File: src/rtl/prores_scan_pkg.sv
// Shared ProRes scan constants and the progressive scan-position lookup,
// used by both the coefficient reader and the VLC-to-memory writer.
`timescale 1ns/1ps
package prores_scan_pkg;

  localparam int MAX_BLOCK_NUM = 32;
  localparam int MAX_PIXEL_NUM = 64;

  typedef enum logic [1:0] {
    ST_IDLE,
    ST_RUN,
    ST_FLUSH
  } state_t;

  // Scan index -> natural (row-major) position inside an 8x8 block.
  localparam logic [5:0] SCAN_TABLE [64] = '{
    6'd0,  6'd1,  6'd8,  6'd9,  6'd2,  6'd3,  6'd10, 6'd11,
    6'd16, 6'd17, 6'd24, 6'd25, 6'd18, 6'd19, 6'd26, 6'd27,
    6'd4,  6'd5,  6'd12, 6'd20, 6'd13, 6'd6,  6'd7,  6'd14,
    6'd21, 6'd28, 6'd29, 6'd22, 6'd15, 6'd23, 6'd30, 6'd31,
    6'd32, 6'd33, 6'd40, 6'd48, 6'd41, 6'd34, 6'd35, 6'd42,
    6'd49, 6'd56, 6'd57, 6'd50, 6'd43, 6'd36, 6'd37, 6'd44,
    6'd51, 6'd58, 6'd59, 6'd52, 6'd45, 6'd38, 6'd39, 6'd46,
    6'd53, 6'd60, 6'd61, 6'd54, 6'd47, 6'd55, 6'd62, 6'd63
  };

  function automatic logic [5:0] scan_pos(input logic [5:0] idx);
    return SCAN_TABLE[idx];
  endfunction

endpackage

File: src/rtl/ac_vlc_to_mem.sv
// Writes decoded AC coefficients of a slice (coefficient-major, block-minor)
// into coefficient memory at block*64 + natural position.
`timescale 1ns/1ps
module ac_vlc_to_mem #(
  parameter int MAX_BLOCK_NUM = prores_scan_pkg::MAX_BLOCK_NUM,
  parameter int MAX_PIXEL_NUM = prores_scan_pkg::MAX_PIXEL_NUM
) (
  input  logic        clock,
  input  logic        reset_n,
  input  logic        start,
  input  logic [31:0] block_num,
  input  logic        in_valid,
  input  logic [31:0] in_data,
  output logic        in_ready,
  output logic        mem_we,
  output logic [10:0] mem_addr,
  output logic [31:0] mem_wdata,
  output logic        done,
  output logic        err
);
  import prores_scan_pkg::*;

  state_t      state, state_nxt;
  logic [5:0]  k_cnt;
  logic [31:0] b_cnt;
  logic [31:0] blocks_lat;
  logic        accept;
  logic        last_blk;
  logic        last_k;
  logic        start_ok;

  assign accept   = in_valid && in_ready;
  assign last_blk = (b_cnt == blocks_lat - 32'd1);
  assign last_k   = (k_cnt == 6'(MAX_PIXEL_NUM - 1));
  assign start_ok = (block_num != '0) && (block_num <= 32'(MAX_BLOCK_NUM));

  always_ff @(posedge clock or negedge reset_n) begin
    if (!reset_n) state <= ST_IDLE;
    else          state <= state_nxt;
  end

  always_comb begin
    state_nxt = state;
    unique case (state)
      ST_IDLE:  if (start && start_ok) state_nxt = ST_RUN;
      ST_RUN:   if (accept && last_k && last_blk) state_nxt = ST_FLUSH;
      ST_FLUSH: state_nxt = ST_IDLE;
      default:  state_nxt = ST_IDLE;
    endcase
  end

  always_comb begin
    in_ready = (state == ST_RUN);
  end

  // done is raised both when leaving FLUSH and one cycle after a rejected start.
  always_ff @(posedge clock or negedge reset_n) begin
    if (!reset_n) begin
      mem_we     <= 1'b0;
      mem_addr   <= '0;
      mem_wdata  <= '0;
      done       <= 1'b0;
      err        <= 1'b0;
      k_cnt      <= 6'd1;
      b_cnt      <= '0;
      blocks_lat <= '0;
    end else begin
      mem_we <= accept;
      done   <= (state == ST_FLUSH);
      if (accept) begin
        mem_addr  <= 11'((b_cnt << 6) | 32'(scan_pos(k_cnt)));
        mem_wdata <= in_data;
        if (last_blk) begin
          b_cnt <= '0;
          k_cnt <= k_cnt + 6'd1;
        end else begin
          b_cnt <= b_cnt + 32'd1;
        end
      end
      if (state == ST_IDLE && start) begin
        if (start_ok) begin
          blocks_lat <= block_num;
          k_cnt      <= 6'd1;
          b_cnt      <= '0;
          err        <= 1'b0;
        end else begin
          err  <= 1'b1;
          done <= 1'b1;
        end
      end
    end
  end

endmodule

File: config.mk
export PLATFORM = sky130hd
export DESIGN_NAME = ac_vlc_to_mem
export DESIGN_NICKNAME = d
export VERILOG_FILES = /design/src/rtl/prores_scan_pkg.sv /design/src/rtl/ac_vlc_to_mem.sv
export SDC_FILE = /design/constraint.sdc
export NUM_CORES = 1
export LEC_CHECK = 0
export BUFFER_PORTS_ARGS = -buffer_cell sky130_fd_sc_hd__buf_2
export CAP_MARGIN = 20
export CORE_MARGIN = 2
export CORE_UTILIZATION = 55
export DETAILED_ROUTE_END_ITERATION = 12
export GPL_ROUTABILITY_DRIVEN = 0
export PLACE_DENSITY = 0.86
export SKIP_CTS_REPAIR_TIMING = 1
export SLEW_MARGIN = 25
export SYNTH_ARGS = -nofsm -noshare
export SYNTH_HDL_FRONTEND = slang
export SYNTH_SLANG_ARGS = --single-unit
File: constraint.sdc
create_clock -name clock -period 7.35 [get_ports clock]
set_input_delay 0.735 -clock clock [delete_from_list [all_inputs] [get_ports clock]]
set_output_delay 0.735 -clock clock [all_outputs]
set_load 0.02 [all_outputs]
# After elaboration in Yosys (flattened, before gate mapping)
# Memories as Yosys holds them, arrays and structs flattened.
# Cells that the tools add are included.
# totals
reg_bits,118
elab_cells,49
out_inout_bits,47
mem_count,1
rom_bits,384
# mem_list
memory,depth,width,read_ports,rd_clocked_by_memory_dff,write_ports,line,rtl
(name not given),64,6,1,0,0,prores_scan_pkg.sv:28,return SCAN_TABLE[idx];
# op_classes
bitwise_logic,2
muxes,16
add_sub_neg,3
eq_ne,6
n_reduce_logical,10
order_cmp,2
# ops
operator,count
2-to-1 mux 32 bit,4
2-to-1 mux 6 bit,6
"adder 32 x 1 -> 32 bit, second input constant",1
== test 32 bit,1
"<= comparator 32 x 6 -> 1 bit, second input constant",1
nonzero test 32 bit,1
"subtractor 32 x 1 -> 32 bit, second input constant",1
bitwise OR 11 x 6 -> 11 bit,1
"greater-or-equal comparator 7 bit, second input constant",1
inverter 6 -> 7 bit,1
"adder 6 x 1 -> 6 bit, second input constant",1
"== test 6 bit, second input constant",1
logical AND 1 bit,6
2-to-1 mux 2 bit,2
case mux 2 bit (2 select lines),1
AND reduction 2 bit,2
2-to-1 mux 1 bit,3
"== test 2 x 1 -> 1 bit, second input constant",1
"== test 2 bit, second input constant",1
zero test 2 bit,1
"!= test 2 x 1 -> 1 bit, second input constant",1
"!= test 2 bit, second input constant",1

# Longest topological paths before layout
# logic_depth
ltp_word,6
depth_mapped,13
depth_no_buf,10

# Worst setup path before layout
# Ideal clock, no wire load.
# synth_timing
path_kind,flip-flop to flip-flop
startpoint,reg blocks_lat[4]
endpoint,reg b_cnt[30]
period_less_slack_ns,3.034
setup_ns,0.119
path_stages_with_launch,13
setup_slack_ns,4.316
arrival_ns,2.915
cell_sequence,dfrtp_1 > buf_6 > or4_4 > or3_1 > buf_6 > or4_1 > o41a_1 > a21oi_1 > and4_1 > buf_6 > a21boi_4 > buf_6 > and2_1
# synth_via
elab_chain_cells,6
# synth_rtl
item,line,rtl
from (decl),ac_vlc_to_mem.sv:26,logic [31:0] blocks_lat;
from (signal assigned),ac_vlc_to_mem.sv:82,blocks_lat <= block_num;
subtractor 32 x 1 -> 32 bit *,ac_vlc_to_mem.sv:33,assign last_blk = (b_cnt == blocks_lat - 32'd1);
== test 32 bit *,ac_vlc_to_mem.sv:33,
2-to-1 mux 32 bit *,ac_vlc_to_mem.sv:73,if (last_blk) begin
2-to-1 mux 32 bit *,ac_vlc_to_mem.sv:70,if (accept) begin
2-to-1 mux 32 bit,ac_vlc_to_mem.sv:81,if (start_ok) begin
2-to-1 mux 32 bit *,ac_vlc_to_mem.sv:80,if (state == ST_IDLE && start) begin
to (signal assigned),ac_vlc_to_mem.sv:77,b_cnt <= b_cnt + 32'd1;
to (decl),ac_vlc_to_mem.sv:25,logic [31:0] b_cnt;
# Every way passes the cells marked *; elsewhere a longest branch is shown, timed or not.
# A chain may end at the register's enable or synchronous reset.

# Final worst setup path
# layout_timing
startpoint,reg blocks_lat[7]
endpoint,reg b_cnt[11]
# The elaborated chain is that of the path after synthesis.

==> results.md <==
- Met1 usage: 34.3%
- IO Pins: about 120
- Reg2reg end: b_cnt[11]
- Mapped Avg Cell Area: 9.02 um^2
- CP arrival: between 3000 and 4000 ps
- CTS H-tree lvls: 4
- Hold Vio Cnt, Final: 0
- Min-delay worst type: input pin to async pin
- Post-synth top flop: dfrtp_1
- Clk_lat worst skew: 420 ps
- Post-synth top area share: approximately 43%
- Crit path capture type: register
- Die H: 115 um
- Design Area, Final: 7920 um^2
- FMAX: 0.279 GHz
- Total cell area at the placement stage: 7340 um^2
- Crit-path slowest cell: a21boi_4
- Max incr delay on CP: 550 ps
- Synth Register Bits: 118
- Vias/cell: 5.80
- Fin. max-slew vios: 0
- Worst-path fanout max: 30
- Antenna Violating Nets Remaining: 0
- Pre-antenna DRT Iters: 7
- # fillers: 899
- Crit Path Category: register to register
- Max-cap viol count: 0
- Layout cells sized above 1: between 20% and 30%
- Number of synthesized flops with an enable pin: 0
- Static leakage: 4.00 nW
- Worst Setup SP: blocks_lat[7]
- IO buf count: 114
- Slew HR: 47.4%
- Core Region: 12000 um^2
- Sequential share of the synthesized area: between 40 and 50%
- Post-synth top cells: nand2_1 (160), dfrtp_1 (117), and2_1 (55)
- Placed cell count: between 900 and 1000
- CTS tree: yes
- DRC Markers: 0
- Period minus WS final: 3590 ps
- First-pass GRT wire length: 26300 um
- Clock root cell: clkbuf_16
- Via count: roughly 5800
- DP Wirelength: 10800 um
- Number of global-route vias before repair: 5438
- Reg area: 2950 um^2
- Longest Clk Path Bufs: 2
- Busiest layer in global routing: met2
- Sink Count: 118
- Post-Syn Area: 6740 um^2
- RR Startpoint: blocks_lat[7]
- Synth warn: 0
- Worst R2R Setup Slack: 3760 ps
- Clock Skew: 5.88 ps
- Pin count of the biggest net entering global routing: 64
- Final setup TNS: 0 ps
- Tcrit/Tclk final: 48.8%
- Initial Util: 56.3%
- Tightest Pin Transition: 789 ps
- # diodes: 0
- GR Overflow Total: 0
- Worst-path cell chain: nor4_2, nand3_1, or3_1, a311o_1, o2111ai_2, nor2_8, a21boi_4, and2_1
- Library cells used by synthesis: 68
- Fin cells: about 1000
- Startpoint Class: register
- Row count: 40
- Area leader, netlist: dfrtp_1
- Async set-reset flop share out of synthesis: 100%
- Synth Instances: roughly 750
- Initial antenna violation count: 1
- Met2 GRT Util: roughly 40%
- RSZ-0062 raised after global routing: false
- Worst Hold Slack: 404 ps
- Die ar.: around 13000 um^2
- First-iteration detailed-routing DRC count: 651
- VDD IR-drop max: 0.144 mV
- Die Wd: approximately 110 um
- Final core occ: between 60% and 70%
- Met3 global-route usage: about 6.4%
- Synth top area cells: dfrtp_1 (43%), nand2_1 (8.9%), xnor2_1 (6.0%), and2_1 (5.1%), nor4_1 (2.2%)
- Area grow syn2layout: 17.6%
- Mapped Nets: 826
- R2R cell count: 8
- WP data required: 7700 ps
- GR Util All Layers: about a quarter
- Final wirelength: 15800 um
- Wire per inst: 15.7 um
- PwrDens: 188 nW/um^2
- Run status: completed
- Final setup violating endpoints: 0
- Multi-input logic area: 3520 um^2
- Final nets: slightly above 900
- Most common cell in the netlist: nand2_1
- Clock Pin Slew Worst Setup and Hold Paths: 60 ps
- CTS buffer count: 17
cell families (layout without fill, tap and decap cells):
group                      after synthesis  after routing  share of synthesized area [%]
adders and majority gates               11             11                           2.04
buffers and inverters                   58            168                           3.92
xor gates and xnor gates                63             63                           8.19
DFF                                    118            118                           43.9
and+or+nand+nor                        393            393                           30.2
muxes                                   19             19                           3.05
AOI/OAI and AO/OA                       85             85                           8.71
sequential cells by signal (all words and copies together) (netlist names), 2 cells and up:
signal and flops:
b_cnt 32, blocks_lat 32, mem_addr 11, mem_wdata 32, k_cnt 6, state 2
metal layers:
layer / vias up / part of all wire, %
li1: 2793 / -
met1: 2787 / 45
met2: 209 / 48
met3: 34 / 5.0
met4: 0 / 2.1
met5: - / 0
worst max path at each step:
stage               slack (ps)   endpoint  depth (start not counted)
global placement          3620  b_cnt[24]                          9
finish                    3760  b_cnt[11]                          8
floorplan                 4320  b_cnt[30]                         12
detailed placement        3600  b_cnt[16]                          9
CTS                       3730  b_cnt[16]                          9
global route              3430  b_cnt[22]                          8
critical path: cells and delay by family (launching register included):
family	cells	cell delay (ps)
simple gates	5	1780
compound gates	3	1260
flops	1	460
power breakdown:
part | internal, mW | total [mW] | switching, mW
combinational | 0.0141 | 0.0337 | 0.0196
clock | 0.498 | 0.807 | 0.309
sequential | 0.650 | 0.650 | 0.0000634
layout make-up:
cell class	instances	area share [%]
multi-input combinational	571	44.5
inverter	17	0.805
clock inverter	14	1.94
timing repair buffer	120	7.80
sequential	118	37.3
clock buffer	17	5.37
tap	147	2.32
cell usage in the layout (no fill, tap or decap), types with 3 or more instances in the layout:
cell        count
a2111oi_0       3
a21oi_1        23
a31oi_1         9
and2_1         55
and3_1          6
and4_1          4
buf_2         113
buf_4           7
clkbuf_16      17
clkinv_4        5
clkinvlp_4      3
dfrtp_1       117
ha_1           11
inv_1          16
mux2_2          8
mux2i_1        10
nand2_1       159
nand2b_1        7
nand3_1        23
nand3b_1        4
nand4_1        20
nor2_1         31
nor2b_1         5
nor3_1         16
nor4_1         24
nor4b_1         4
o211ai_1        5
o21ai_0        12
o22ai_1         3
or3_1           7
or4_1           6
or4b_2          4
xnor2_1        46
xor2_1         17
metrics by stage:
step                setup slack [ps]  power [mW]
global route                    3430        1.54
detailed placement              3600       0.696
finish                          3760        1.49
CTS                             3730        1.50
global placement                3620       0.696
floorplan                       4320       0.665
No activity file was read; power rests on OpenSTA's default activity.
